[config.mk]
export PLATFORM = sky130hd
export DESIGN_NAME = cla_adder_sync
export DESIGN_NICKNAME = d
export VERILOG_FILES = /design/src/rtl/cla_adder_sync.sv
export SDC_FILE = /design/constraint.sdc
export NUM_CORES = 1
export LEC_CHECK = 0
export CORE_MARGIN = 3
export CORE_UTILIZATION = 36
export DETAILED_ROUTE_END_ITERATION = 6
export GPL_TIMING_DRIVEN = 0
export HOLD_SLACK_MARGIN = 0.1
export PLACE_DENSITY = 0.71
export SYNTH_ARGS = -nofsm -noshare
export SYNTH_HDL_FRONTEND = slang
export SYNTH_SLANG_ARGS = --single-unit
[constraint.sdc]
create_clock -name clk -period 0.8 [get_ports clk]
set_input_delay 0.16 -clock clk [delete_from_list [all_inputs] [get_ports clk]]
set_output_delay 0.16 -clock clk [all_outputs]
set_load 0.01 [all_outputs]
[src/rtl/cla_adder_sync.sv]
// Registered two-level carry-lookahead adder: {cout,sum} = a + b + cin, plus block P/G for cascading.
// Latency: 1 clock from an in_valid edge to out_valid=1 with the result held in output registers.
// No backpressure: accepts one operation every cycle; result registers hold while in_valid=0.
module cla_adder_sync #(
  parameter int WIDTH = 4
) (
  input  logic             clk,
  input  logic             rst,
  input  logic             in_valid,
  input  logic [WIDTH-1:0] a,
  input  logic [WIDTH-1:0] b,
  input  logic             cin,
  output logic [WIDTH-1:0] sum,
  output logic             cout,
  output logic             grp_p,
  output logic             grp_g,
  output logic             out_valid
);

  localparam int NG = WIDTH / 4;

  // Second-level lookahead carry into group j, written as a flat sum of products:
  // cin&P[0..j-1] | G[0]&P[1..j-1] | ... | G[j-1]. Every product term is built
  // independently so no carry depends on a previously computed carry.
  function automatic logic la_carry(input logic [NG-1:0] gv,
                                    input logic [NG-1:0] pv,
                                    input logic          ci,
                                    input int            j);
    logic res;
    logic term;
    term = ci;
    for (int m = 0; m < j; m++) term = term & pv[m];
    res = term;
    for (int m = 0; m < j; m++) begin
      term = gv[m];
      for (int n = m + 1; n < j; n++) term = term & pv[n];
      res = res | term;
    end
    return res;
  endfunction

  logic [WIDTH-1:0] g;
  logic [WIDTH-1:0] p;
  logic [WIDTH-1:0] c;
  logic [NG-1:0]    gg;
  logic [NG-1:0]    gp;
  logic [NG:0]      gc;
  logic             blk_g;

  assign g = a & b;
  assign p = a ^ b;

  // First level: per 4-bit group, expanded internal carries and group P/G.
  for (genvar k = 0; k < NG; k++) begin : grp
    logic [3:0] gl;
    logic [3:0] pl;
    logic       ci;
    assign gl = g[4*k +: 4];
    assign pl = p[4*k +: 4];
    assign ci = gc[k];

    assign c[4*k]   = ci;
    assign c[4*k+1] = gl[0] | (pl[0] & ci);
    assign c[4*k+2] = gl[1] | (pl[1] & gl[0]) | (pl[1] & pl[0] & ci);
    assign c[4*k+3] = gl[2] | (pl[2] & gl[1]) | (pl[2] & pl[1] & gl[0])
                    | (pl[2] & pl[1] & pl[0] & ci);

    assign gp[k] = &pl;
    assign gg[k] = gl[3] | (pl[3] & gl[2]) | (pl[3] & pl[2] & gl[1])
                 | (pl[3] & pl[2] & pl[1] & gl[0]);
  end

  // Second level: group carry-ins (and the final carry-out at index NG) from group P/G and cin.
  for (genvar j = 0; j <= NG; j++) begin : lvl2
    assign gc[j] = la_carry(gg, gp, cin, j);
  end

  // Block generate ignores cin: the whole word produces a carry on its own.
  assign blk_g = la_carry(gg, gp, 1'b0, NG);

  // Result registers: load on a valid edge, otherwise hold data and drop out_valid.
  always_ff @(posedge clk or posedge rst) begin
    if (rst) begin
      sum       <= '0;
      cout      <= 1'b0;
      grp_p     <= 1'b0;
      grp_g     <= 1'b0;
      out_valid <= 1'b0;
    end else if (in_valid) begin
      sum       <= p ^ c;
      cout      <= gc[NG];
      grp_p     <= &gp;
      grp_g     <= blk_g;
      out_valid <= 1'b1;
    end else begin
      out_valid <= 1'b0;
    end
  end

endmodule

# Yosys cells after proc, flatten, opt, wreduce, memory -nomap -nowiden

Cells that the tools add are included.
W data, S select, Z words.

Add/sub/neg operators: 0
$mul: 0
Divide/modulo/power cells: 0
Magnitude comparators: 0
Equal/unequal tests: 0
Shift-type cells: 0
Multiplexer cells: 1
Bitwise logic cells: 28
Reduce and logical (&&, ||, !) cells: 1

Operators with widths:

| cell              | number |
|---|---|
| $and A1 B1 Y1     | 15 |
| $or A1 B1 Y1      | 10 |
| $xor A4 B4 Y4     | 2 |
| $and A4 B4 Y4     | 1 |
| $reduce_and A4 Y1 | 1 |
| $mux W1           | 1 |

Flip-flop bits (word level): 8
Latch bits: 0
Bits in writable memories: 0
Bits in read-only memories: 0
Bits of input ports: 12
Output and inout bits: 8
Logic and storage cells: 35
Memories kept: 0

# Depth between registers and ports, before layout

Depth after elaboration: 6
Mapped depth: 4
Gate-level depth less buffers: 4

# Worst setup path before layout

No wires, ideal clock.

Path type: input -> register
From: input a[1]
To: register sum[3]
Setup time: 0.069 ns
Arrival time: 1.138 ns
Data required time: 0.731 ns
Slack: -0.407 ns
Stages on the path: 4
Buffers on the path: 0
Path through: ha_1 -> and4_1 -> a2111o_1 -> nand3_1

Longest elaborated chain between the ends: 6
Elaborated cells on any way between the ends: 11

RTL lines:

| item                                           | RTL line | source |
|---|---|---|
| from (decl)                                    | 10       | `input logic [WIDTH-1:0] a,` |
| $and A4 B4 Y4 or $xor A4 B4 Y4 (tied branches) | 50, 51   |  |
| $and A1 B1 Y1 (on tied branches)               | 65, 66   |  |
| $or A1 B1 Y1 (tied with other cells)           | 65       | `assign c[4*k+3] = gl[2] \| (pl[2] & gl[1]) \| (pl[2] & pl[1] & gl[0])` |
| $or A1 B1 Y1 or $and A1 B1 Y1 (tied branches)  | 65, 66   |  |
| $or A1 B1 Y1 (*)                               | 66       | `\| (pl[2] & pl[1] & pl[0] & ci);` |
| $xor A4 B4 Y4 (*)                              | 90       | `sum <= p ^ c;` |
| to (signal assigned)                           | 90       |  |
| to (decl)                                      | 13       | `output logic [WIDTH-1:0] sum,` |

Mark *: on every way between the ends. The rest lies on a longest branch, timed or not.
A chain may end at the register's enable or synchronous reset.

# Worst setup path after layout

From: input b[1]
To: register sum[3]

Longest elaborated chain between the ends: 6
Elaborated cells on any way between the ends: 11

RTL lines:

| item                                           | RTL line | source |
|---|---|---|
| from (decl)                                    | 11       | `input logic [WIDTH-1:0] b,` |
| $and A4 B4 Y4 or $xor A4 B4 Y4 (tied branches) | 50, 51   |  |
| $and A1 B1 Y1 (on tied branches)               | 65, 66   |  |
| $or A1 B1 Y1 (tied with other cells)           | 65       |  |
| $or A1 B1 Y1 or $and A1 B1 Y1 (tied branches)  | 65, 66   |  |
| $or A1 B1 Y1 (*)                               | 66       |  |
| $xor A4 B4 Y4 (*)                              | 90       |  |

Marks and branches as above.

==> results.tsv <==
stage	metric	value	unit
global_routing	use_met2	24.48	%
synthesis	yosys_warnings	0	
synthesis	synth-edff-count	0	
critical_path	start_kind	input port	
route	wl_per_cell	12.84	um
synthesis	synth_cell_types	22	
power	ir_drop	1.112	mV
die	die_y	43.24	um
timing	slew_headroom	80.55	%
global_routing	grt_max_degree	11	
placed_design	place.gp.congestion	0.6848	
clocking	cts_sinks	8	
die	initial_utilization	41.56	%
power	p_leak	0.4293	nW
cells_and_area	diodes	0	
global_routing	grt_antenna_before_repair	0	
die	io_pins	20	
synthesis	seq_area_frac_synth	40.10	%
global_routing	gr-total-overflow	0	
timing	whs	155.5	ps
route	initialDrtViolationCount	3	
cells_and_area	postLayoutCoreUtil	72.50	%
global_routing	grt_pass1_wl	2139	um
timing	max_freq	1029	MHz
die	die_x	43.24	um
critical_path	r2r_setup_slack	-140	ps
route	num_vias	499	
cells_and_area	area_growth	74.44	%
critical_path	worstPathMaxFanout	4	
synthesis	synth-main-ff-cell	dfrtp_1	
global_routing	busiest_layer	met2	
route	viasPerCell	5.253	
synthesis	synthTopCellsByArea	dfrtp_1, ha_1, a21o_1	
placed_design	numPortBuffers	19	
synthesis	muxShareOfSynthArea	4.511	%
synthesis	ys_ff_latch	8	
worst_hold_path	holdCritPathClass	in -> async	
global_routing	grt_pass1_vias	489	
route	totalWireLength	1220	um
flow_run	drv_cap	0	
power	p_per_area	1508	mW/mm2
clocking	clk_pin_slew	50	ps
synthesis	postSynth.asyncResetShare	100.0	%
synthesis	synth-xor-area-share	1.754	%
clocking	cts_buffers	3	
synthesis	synth_top_family_by_area	compound AO/OA/AOI/OAI gates	
run_status	violations	negative setup slack	
run_status	status	complete, but fails checks	
placed_design	dp.final_hpwl	865.5	um
synthesis	synth.most_common_cell	dfrtp_1	
timing	finalHoldViolations	0	
cells_and_area	fin_nets	100	
global_routing	use_met3	8.051	%
clocking	clk_latency	240	ps
clocking	cts_root_buffer	clkbuf_4	
timing	worst_pin_slew	291.5	ps
clocking	clk_path_buf_depth	2	
synthesis	synth_area_per_cell	10.40	um2
clocking	cts_tree	yes	
synthesis	synthCells	48	
timing	post-route-period-util	121.5	%
timing	setup_violations	15	
timing	setup_slack	-172.0	ps
clocking	htreeDepth	1	
timing	maxSlewViolCount	0	
critical_path	crit_path_end_kind	flip-flop	
synthesis	synthesis.area	499.2	um2
timing	finalCriticalPeriod	972.0	ps
synthesis	synthAdderAreaFrac	14.04	%
cells_and_area	drive_gt1_share	61.73	%
synthesis	synth-compound-area-share	17.29	%
synthesis	synth_top_cell_by_area	dfrtp_1	
synthesis	syn-num-nets	65	
die	die-area	0.001870	mm2
placed_design	place_ws	-938.7	ps
timing	fin_worst_skew	0	ps
global_routing	gr-usage-met1	18.75	%
route	postRouteAntennaNets	0	
critical_path	critPathKind	in -> reg	
route	drc_errors	0	
synthesis	synth_top_area_share	40.10	%
critical_path	critPathArrivalTime	1150	ps
route	dr.pass1.iters	4	
critical_path	cp.required	980	ps
global_routing	globalRouteTotalUtil	15.32	%
cells_and_area	instances_no_fill	95	
synthesis	synth_common_cells	dfrtp_1, inv_1, a21oi_1, ha_1, nand3_1	
timing	rsz0062_at_grt	yes	
placed_design	place_inst	81	
synthesis	synthSimpleGateAreaFrac	16.29	%
die	fp-row-count	12	
die	core	0.001201	mm2
cell type report:
type / count / area (um2)
Multi-Input combinational cell: 34 / 354.1
Fill cell: 104 / 330.3
Timing Repair Buffer: 30 / 239.0
Sequential cell: 8 / 200.2
Inverter: 5 / 26.28
Clock buffer: 3 / 22.52
Tap cell: 14 / 17.52
Buffer: 1 / 11.26
path summary, 6_finish.rpt:
check,from,to,cells past startpoint
max,b[1],sum[3],5
min,rst,grp_p,2
max reg2reg,sum[3],sum[3],3
min reg2reg,sum[1],sum[1],1
max in group asynchronous,rst,cout,2
min in group clk,a[1],sum[2],4
registers in the layout, indices dropped and copies added (netlist names):
name       count
sum            4
grp_p          1
cout           1
out_valid      1
grp_g          1
per-stage QoR:
| step | setup TNS, ps | total power [mW] | area [um2] |
|---|---|---|---|
| after global routing | -1990 | 1.418 | 870.8 |
| after global placement | -7742 | 0.9546 | 778.2 |
| after detailed placement | -7835 | 0.9630 | 778.2 |
| after floorplan | -1245 | 0.7303 | 570.5 |
| after CTS | -1599 | 1.293 | 828.3 |
| final | -1521 | 1.314 | 870.8 |
logic make-up after synthesis:
logic type	after synthesis
simple gates	14
compound gates	12
flops	8
buf+inv	6
fa+ha+maj	5
mux	2
xor+xnor	1
layout by cell type (no fill, tap or decap), drive strengths merged, types with 3 or more instances in the layout:
master / synthesis / final
a21o: 3 / 3
a21oi: 4 / 4
buf: 1 / 28
clkbuf: 0 / 4
dfrtp: 8 / 8
ha: 4 / 4
inv: 5 / 5
nand3: 4 / 4
nor2: 3 / 3
worst max-delay path, cell delays in order:
cell      delay [ps]
buf_6             90
ha_4             240
a21o_1           200
a2111o_1         380
nand3_1           90
where the power goes:
| part | total, mW | switching (mW) | leakage [nW] | internal (mW) |
|---|---|---|---|---|
| logic | 0.537 | 0.224 | 0.320 | 0.313 |
| registers | 0.488 | 0.0257 | 0.0955 | 0.463 |
| clock network | 0.288 | 0.118 | 0.0138 | 0.170 |
layer usage:
metal  vias up  wire length (um)  part of all wire (%)
li1        242                 -                     -
met1       236               497                    41
met2        21               607                    50
met3         0               116                   9.5
met4         0                 0                     0
met5         -                 0                     0
repair_timing:
item	in CTS	in global routing
endpoints found under the hold margin	0	1
gates resized for setup	84	7
endpoints found under the setup margin	15	14
hold buffers	0	1
setup buffers	8	2
cloned	0	0
pin swaps	11	1
No activity file was read; power rests on OpenSTA's default activity.
